File: config.mk
export PLATFORM = sky130hd
export DESIGN_NAME = muldiv_sequencer
export DESIGN_NICKNAME = d
export VERILOG_FILES = /design/src/rtl/muldiv_sequencer.sv
export SDC_FILE = /design/constraint.sdc
export NUM_CORES = 1
export LEC_CHECK = 0
export CAP_MARGIN = 20
export CORE_ASPECT_RATIO = 0.8
export CORE_MARGIN = 1
export CORE_UTILIZATION = 58
export CTS_CLUSTER_SIZE = 14
export DETAILED_ROUTE_END_ITERATION = 7
export MAX_ROUTING_LAYER = met4
export PLACE_DENSITY = 0.82
export RECOVER_POWER = 100
export SLEW_MARGIN = 0
export SYNTH_ARGS = -nofsm -noshare
export SYNTH_HDL_FRONTEND = slang
export SYNTH_SLANG_ARGS = --single-unit
File: constraint.sdc
create_clock -name clk -period 4.7 [get_ports clk]
set_input_delay 0.47 -clock clk [delete_from_list [all_inputs] [get_ports clk]]
set_output_delay 0.47 -clock clk [all_outputs]
set_load 0.03 [all_outputs]
File: src/rtl/muldiv_sequencer.sv
// Multi-cycle MUL/DIV sequencer: shift-add multiply and restoring divide over WIDTH cycles.
// Optional MULDIV_SIGNED_EN selects two's-complement operands; undefined builds are unsigned only.
module muldiv_sequencer #(
  parameter int unsigned WIDTH = 32
) (
  input  logic             clk,
  input  logic             rst,
  input  logic             start,
  input  logic [3:0]       sel,
  input  logic [WIDTH-1:0] op_a,
  input  logic [WIDTH-1:0] op_b,
  output logic             stall,
  output logic             busy,
  output logic             done,
  output logic [WIDTH-1:0] hi,
  output logic [WIDTH-1:0] lo,
  output logic             div_zero
);

  localparam int unsigned CW = $clog2(WIDTH) + 1;
  localparam logic [CW-1:0] CNT_INIT = CW'(WIDTH);
  localparam logic [3:0] SEL_MUL = 4'b0011;
  localparam logic [3:0] SEL_DIV = 4'b0100;

  typedef enum logic [1:0] {IDLE, CALC, DONE} state_e;

  state_e state_q, state_d;
  logic [CW-1:0]    cnt_q, cnt_d;
  logic             div_q, div_d;
  logic [WIDTH-1:0] opd_q, opd_d;
  logic [WIDTH-1:0] acc_hi_q, acc_hi_d;
  logic [WIDTH-1:0] acc_lo_q, acc_lo_d;
  logic [WIDTH-1:0] hi_q, hi_d;
  logic [WIDTH-1:0] lo_q, lo_d;
  logic             dz_q, dz_d;
  logic             busy_q, done_q;

  logic             sel_div, accept, b_zero;
  logic [WIDTH-1:0] a_mag, b_mag;
  logic [WIDTH:0]   mul_sum, div_sh, div_trial;
  logic             div_ge;
  logic [WIDTH-1:0] step_hi, step_lo, fin_hi, fin_lo;

  assign sel_div = (sel == SEL_DIV);
  assign accept  = (state_q == IDLE) && start && ((sel == SEL_MUL) || sel_div);
  assign b_zero  = (op_b == '0);

`ifdef MULDIV_SIGNED_EN
  logic             neg_q, neg_d;
  logic             rneg_q, rneg_d;
  logic [2*WIDTH-1:0] prod;

  assign a_mag = op_a[WIDTH-1] ? -op_a : op_a;
  assign b_mag = op_b[WIDTH-1] ? -op_b : op_b;

  always_comb begin
    prod = {step_hi, step_lo};
    if (neg_q) prod = -prod;
    if (div_q) begin
      fin_lo = neg_q  ? -step_lo : step_lo;
      fin_hi = rneg_q ? -step_hi : step_hi;
    end else begin
      fin_hi = prod[2*WIDTH-1:WIDTH];
      fin_lo = prod[WIDTH-1:0];
    end
  end
`else
  assign a_mag  = op_a;
  assign b_mag  = op_b;
  assign fin_hi = step_hi;
  assign fin_lo = step_lo;
`endif

  // One iteration step; opd_q is the multiplicand for MUL and the divisor for DIV.
  always_comb begin
    mul_sum   = {1'b0, acc_hi_q} + (acc_lo_q[0] ? {1'b0, opd_q} : '0);
    div_sh    = {acc_hi_q, acc_lo_q[WIDTH-1]};
    div_trial = div_sh - {1'b0, opd_q};
    div_ge    = div_sh[WIDTH] | ~div_trial[WIDTH];
    if (div_q) begin
      step_hi = div_ge ? div_trial[WIDTH-1:0] : div_sh[WIDTH-1:0];
      step_lo = {acc_lo_q[WIDTH-2:0], div_ge};
    end else begin
      step_hi = mul_sum[WIDTH:1];
      step_lo = {mul_sum[0], acc_lo_q[WIDTH-1:1]};
    end
  end

  always_comb begin
    cnt_d    = cnt_q;
    div_d    = div_q;
    opd_d    = opd_q;
    acc_hi_d = acc_hi_q;
    acc_lo_d = acc_lo_q;
    hi_d     = hi_q;
    lo_d     = lo_q;
    dz_d     = dz_q;
`ifdef MULDIV_SIGNED_EN
    neg_d    = neg_q;
    rneg_d   = rneg_q;
`endif
    if (accept) begin
      cnt_d    = CNT_INIT;
      div_d    = sel_div;
      dz_d     = sel_div & b_zero;
      opd_d    = sel_div ? b_mag : a_mag;
      acc_hi_d = '0;
      acc_lo_d = sel_div ? a_mag : b_mag;
`ifdef MULDIV_SIGNED_EN
      neg_d    = op_a[WIDTH-1] ^ op_b[WIDTH-1];
      rneg_d   = op_a[WIDTH-1];
`endif
      if (sel_div && b_zero) begin
        lo_d = '1;
        hi_d = op_a;
      end
    end else if (state_q == CALC) begin
      cnt_d    = cnt_q - 1'b1;
      acc_hi_d = step_hi;
      acc_lo_d = step_lo;
      if (cnt_q == CW'(1)) begin
        hi_d = fin_hi;
        lo_d = fin_lo;
      end
    end
  end

  always_comb begin
    state_d = state_q;
    unique case (state_q)
      IDLE: if (accept) state_d = (sel_div && b_zero) ? DONE : CALC;
      CALC: if (cnt_q == CW'(1)) state_d = DONE;
      DONE: state_d = IDLE;
      default: state_d = IDLE;
    endcase
  end

  always_ff @(posedge clk) begin
    if (rst) begin
      state_q  <= IDLE;
      cnt_q    <= '0;
      div_q    <= 1'b0;
      opd_q    <= '0;
      acc_hi_q <= '0;
      acc_lo_q <= '0;
      hi_q     <= '0;
      lo_q     <= '0;
      dz_q     <= 1'b0;
      busy_q   <= 1'b0;
      done_q   <= 1'b0;
`ifdef MULDIV_SIGNED_EN
      neg_q    <= 1'b0;
      rneg_q   <= 1'b0;
`endif
    end else begin
      state_q  <= state_d;
      cnt_q    <= cnt_d;
      div_q    <= div_d;
      opd_q    <= opd_d;
      acc_hi_q <= acc_hi_d;
      acc_lo_q <= acc_lo_d;
      hi_q     <= hi_d;
      lo_q     <= lo_d;
      dz_q     <= dz_d;
      busy_q   <= (state_d != IDLE);
      done_q   <= (state_d == DONE);
`ifdef MULDIV_SIGNED_EN
      neg_q    <= neg_d;
      rneg_q   <= rneg_d;
`endif
    end
  end

  always_comb begin
    stall = (state_q == CALC) || accept;
  end

  assign busy     = busy_q;
  assign done     = done_q;
  assign hi       = hi_q;
  assign lo       = lo_q;
  assign div_zero = dz_q;

endmodule

### After elaboration in Yosys (flattened, before gate mapping)

Index checks and enable logic that the tools add are counted.

* output and inout bits: 68
* logic and storage cells: 58
* register bits after elaboration: 172

* reductions and logical operators: 12
* bitwise gates (word level): 3
* add/sub/neg operators: 3
* eq/ne operators: 6
* multiplexer cells: 22

Operator list (count)
* 32-bit two-way mux: 16
* 32-bit by 32-bit adder with 33-bit output: 1
* 33-bit by 32-bit subtractor with 33-bit output: 1
* 32-bit logical NOT: 1
* 6-bit two-way mux: 2
* 6-bit by 1-bit equality test with 1-bit output, second input constant: 1
* 2-bit two-way mux: 3
* 2-bit nonzero test: 3
* 6-bit by 1-bit subtractor with 6-bit output, second input constant: 1
* 4-bit by 2-bit equality test with 1-bit output, second input constant: 1
* 4-bit by 3-bit equality test with 1-bit output, second input constant: 1
* 2-bit one-hot mux with 2 select lines: 1
* 1-bit logical AND: 3
* 3-bit AND reduction: 1
* 2-bit by 1-bit equality test with 1-bit output, second input constant: 1
* 2-bit equality test, second input constant: 1
* 2-bit logical NOT: 1
* 1-bit logical OR: 2
* 2-bit by 1-bit inequality test with 1-bit output, second input constant: 1
* 2-bit OR reduction: 1
* 1-bit AND: 1
* 1-bit NOT: 1
* 1-bit bitwise OR: 1

### Depth between registers and ports, before layout

* word-level depth: 8
* mapped depth: 16
* gate-level depth less buffers: 13

### Least setup slack after synthesis

OpenSTA, ideal clock, no wires.

* path kind: register to register
* start: reg acc_lo_q[0]
* end: reg hi_q[31] (netlist: hi[31])
* stages on the path, launching flop included: 15
* setup time: 0.132 ns
* slack: 1.247 ns
* period minus slack after synthesis: 3.453 ns
* required time: 4.568 ns
* arrival time: 3.321 ns
* path buffers: 1
* path through: dfxtp_1 > clkbuf_1 > and2_1 > ha_1 > fa_1 > a211o_1 > a2111oi_4 > o22ai_2 > nand3_2 > nand3_1 > or3b_1 > a311o_1 > o211ai_2 > a31o_1 > a21oi_1

* cells in the longest elaborated chain, start to end: 6

RTL lines
* start, declared: line 32 `logic [WIDTH-1:0] acc_lo_q, acc_lo_d;`
* start signal, assigned: line 161 `acc_lo_q <= acc_lo_d;`
* 32-bit two-way mux: line 76 `mul_sum = {1'b0, acc_hi_q} + (acc_lo_q[0] ? {1'b0, opd_q} : '0);`
* 32-bit by 32-bit adder with 33-bit output: line 76
* 32-bit two-way mux: line 80 `if (div_q) begin`
* 32-bit two-way mux: line 121 `if (cnt_q == CW'(1)) begin`
* 32-bit two-way mux: line 117 `end else if (state_q == CALC) begin`
* 32-bit two-way mux: line 102 `if (accept) begin`
* end signal, assigned: line 162 `hi_q <= hi_d;`
* end, declared: line 33 `logic [WIDTH-1:0] hi_q, hi_d;`

No other way between the ends. The select of a mux whose other input is x is not followed.
A chain may end at the register's enable or synchronous reset.

### Worst setup path in the final report

* start: in sel[1]
* end: reg lo_q[18] (netlist: lo[18])

* cells in the longest elaborated chain, start to end: 5
* elaborated cells between the ends (all ways): 10

RTL lines
* start, declared: line 9 `input logic [3:0] sel,`
* 4-bit by 2-bit equality test with 1-bit output / 4-bit by 3-bit equality test with 1-bit output (equally long branches): line 45, 44
* 1-bit logical OR: line 45 `assign accept = (state_q == IDLE) && start && ((sel == SEL_MUL) || sel_div);`
* 1-bit logical AND: line 45
* 2-bit by 1-bit inequality test with 1-bit output (no source line) / 2-bit nonzero test (equally long branches)
* 3-bit AND reduction (no source line)
* end signal, assigned: line 163 `lo_q <= lo_d;`
* end, declared: line 34 `logic [WIDTH-1:0] lo_q, lo_d;`

Several ways; a longest one is shown, not always the timed one.

==> metrics.md <==
| Metric | Value |
|---|---|
| Violated checks | `capacitance limit, slew limit` |
| Post-synth cell types | `84` |
| Worst R2R Start | `acc_lo_q[31]$_SDFFE_PP0P_` |
| R2R Setup Slk | `0.42 ns` |
| Place WS | `0.891 ns` |
| Startpoint Class | `primary input` |
| EDFF count, synth | `0` |
| Synth Net Count | `1740` |
| Final global-route overflow total | `0` |
| Hold EP | `hi[15]$_SDFFE_PP0P_` |
| Critical path data required time | `5.04 ns` |
| Cell with the most instances after synthesis | `nand2_1` |
| Critical Path Sink Type | `register` |
| Die Y-Extent | `131 um` |
| Post-synth top area share | `28.7%` |
| Inserted Clock Buffers | `17` |
| Hold crit path type | `reg -> reg` |
| Nets@finish | `1807` |
| Post-Route Setup TNS | `0 ns` |
| Post-CTS setup buffer count | `0` |
| Fraction of registers with async set/reset | `0%` |
| Initial antenna violation count | `0` |
| TritonRoute pass-1 iters | `6` |
| Starting Density | `59.8%` |
| Period minus WS final | `4.32 ns` |
| Crit Path Max Fanout | `42` |
| Largest net degree at the start of global routing | `97` |
| P_leak | `5.61 nW` |
| Sink Count | `172` |
| Final setup margin | `0.375 ns` |
| Skew-Pair Late Insertion Delay | `0.45 ns` |
| Wire per inst | `21.5 um` |
| Leading area contributor after synthesis | `dfxtp_1` |
| Core area | `20000 sq um` |
| Final ANT Viol Nets | `0` |
| Hold buffers post-CTS | `0` |
| Sequential area share after synthesis | `28.7%` |
| Fin Hold WS | `0.463 ns` |
| Vias/cell | `6.55` |
| Primary FF master, synth | `dfxtp_1` |
| First-pass GRT wire length | `64000 um` |
| Cell count of the worst reg-to-reg path | `14` |
| Final setup fails | `0` |
| CTS tree | `built` |
| Row count | `46` |
| Detailed placement HPWL | `30000 um` |
| Dominant cells by area after synthesis | `dfxtp_1 29%, nand2_1 7.5%, ha_1 6.9%` |
| Syn avg cell area | `7.48 sq um` |
| Total Wirelength | `41700 um` |
| Die width | `163 um` |
| Final hold viol count | `0` |
| Post-Syn Instances | `1601` |
| # DRC | `0` |
| IO Port Bufs | `138` |
| Setup Skew | `0.0150 ns` |
| Vias in the first global route | `11500` |
| Rel. slew slack | `-29.7%` |
| Slew @ Worst Pin | `1.95 ns` |
| Root Driver | `clkbuf_16` |
| Antenna cell count | `0` |
| FF-to-FF End | `hi[23]$_SDFFE_PP0P_` |
| RSZ-0062 raised after global routing | `false` |
| Share of layout cells above drive strength 1 | `5.23%` |
| Max-slew violation count | `121` |
| H-tree depth | `4` |
| Post-CTS sizing | `0` |
| P&R area growth vs syn | `16.9%` |
| Number of synthesized register bits | `172` |
| Vias | `12700` |
| Placed Instance Area | `13400 sq um` |
| GP Congestion | `1.01` |
| Finished Cell Area | `14000 sq um` |
| F_max | `231 MHz` |
| CP Class | `in -> reg` |
| Max IR drop VDD | `292 uV` |
| Hold path startpoint | `hi[15]$_SDFFE_PP0P_` |
| Most frequent cells after synthesis | `239 x nand2_1, 172 x dfxtp_1, 164 x nor2_1` |
| Final Cycle Share | `92.0%` |
| Gr usage total | `40.4%` |
| IO Pins | `139` |
| Overall power | `3.82 mW` |
| CP arrival | `4.66 ns` |
| Die area | `21200 sq um` |
| Area of the mapped netlist | `12000 sq um` |
| MaxCap Viol Count | `4` |
| Clock Tree Buf Depth | `2` |
| DR iter-0 viols | `1331` |
| Yosys Warn Count | `0` |
| Status | `finished, violations left` |
| Pwr dens | `273 nW/um^2` |
| Hold depth | `2` |
| Clock slew seen by the registers of the worst setup and hold paths | `0.07 ns` |
metal layers:
metal  part of all wire [%]  global-route usage, %  wire (um)  vias up
li1                       -                      -          -     5940
met1                     42                   51.6      17700     5937
met2                     44                   61.1      18300      721
met3                    8.7                   6.69       3650      133
met4                    5.0                   22.2       2070        0
met5                      0                      -          0        -
worst max-delay path, stage by stage:
cell	delay [ns]
dlygate4sd3_1	0.54
nand2b_1	0.18
nor3_1	0.28
nand3_1	0.62
buf_4	0.48
o31ai_2	1.40
buf_12	0.33
nor2_1	0.06
a311oi_1	0.26
cell type report:
type                    count  area [sq um]
clock buffers              18           429
clock inverters            14           155
fillers                  1684          6030
inverters                  52           195
multi-input cells        1266          7870
flip-flops and latches    172          3450
well taps                 264           330
repair buffers            159          1580
power breakdown:
group	switching (mW)	total, mW	internal, mW
clock network	0.709	1.42	0.711
logic	0.547	0.883	0.335
registers	0.0296	1.51	1.49
total	1.29	3.82	2.53
how the worst max path moves through the flow:
stage | startpoint | end | slack (ns) | depth (start not counted)
2_1_floorplan | acc_lo_q[0]$_SDFFE_PP0P_ | hi[31]$_SDFFE_PP0P_ | 1.25 | 14
6_report | sel[1] | lo[18]$_SDFFE_PP0P_ | 0.38 | 9
4_1_cts | acc_lo_q[31]$_SDFFE_PP0P_ | hi[30]$_SDFFE_PP0P_ | 0.82 | 14
5_1_grt | sel[1] | lo[23]$_SDFFE_PP0P_ | 0.26 | 9
3_3_place_gp | acc_lo_q[31]$_SDFFE_PP0P_ | hi[30]$_SDFFE_PP0P_ | 0.99 | 14
3_5_place_dp | acc_lo_q[31]$_SDFFE_PP0P_ | hi[30]$_SDFFE_PP0P_ | 0.89 | 14
stage by stage:
step | std cells | util (%)
global placement | 1912 | 67.1
floorplan | 1601 | -
global route | 1945 | 69.9
CTS | 1944 | 70.1
detailed placement | 1912 | 67.1
finish | 1945 | 69.9
kinds of logic after synthesis:
group | share of synthesized area, %
AND/OR/NAND/NOR | 21.3
flip-flops | 28.7
XOR/XNOR | 3.58
buffers and inverters | 5.53
AO/OA/AOI/OAI | 30.0
multiplexers | 3.62
adder cells (fa/ha/maj) | 7.23
registers in the layout, summed over array words and instances, names as in the netlist:
register / cells
acc_hi_q: 32
acc_lo_q: 32
hi: 32
lo: 32
opd_q: 32
cnt_q: 6
state_q: 2
busy: 1
div_q: 1
div_zero: 1
done: 1
cells in the final DEF, fill, tap and decap left out, types with 5 or more instances in the layout:
cell | netlist | layout
dfxtp_1 | 172 | 171
a311oi_1 | 38 | 38
o21a_1 | 8 | 8
a21oi_1 | 159 | 159
clkbuf_16 | 0 | 17
a211oi_1 | 43 | 44
nor4_1 | 15 | 15
nand2_1 | 239 | 239
nand3_1 | 14 | 15
a31oi_1 | 26 | 26
a221oi_1 | 28 | 29
o2111ai_1 | 6 | 6
nand2b_1 | 19 | 18
a211o_1 | 8 | 8
and2_1 | 39 | 38
nor3_1 | 16 | 17
inv_1 | 51 | 51
o21ai_0 | 97 | 100
buf_4 | 2 | 14
o211ai_1 | 14 | 14
nor2_1 | 164 | 164
xor2_1 | 18 | 18
and3_1 | 9 | 9
clkdlybuf4s50_1 | 0 | 67
a31o_2 | 7 | 7
o31ai_1 | 7 | 7
a21o_1 | 34 | 34
o21bai_1 | 10 | 10
nor2b_1 | 6 | 5
ha_1 | 66 | 66
dlygate4sd3_1 | 0 | 70
inv_8 | 0 | 5
o21ai_1 | 10 | 7
or3_1 | 11 | 11
nand4_1 | 8 | 8
xnor2_1 | 31 | 31
mux2i_1 | 40 | 40
a22oi_1 | 5 | 5
No activity file was read; power rests on OpenSTA's default activity.
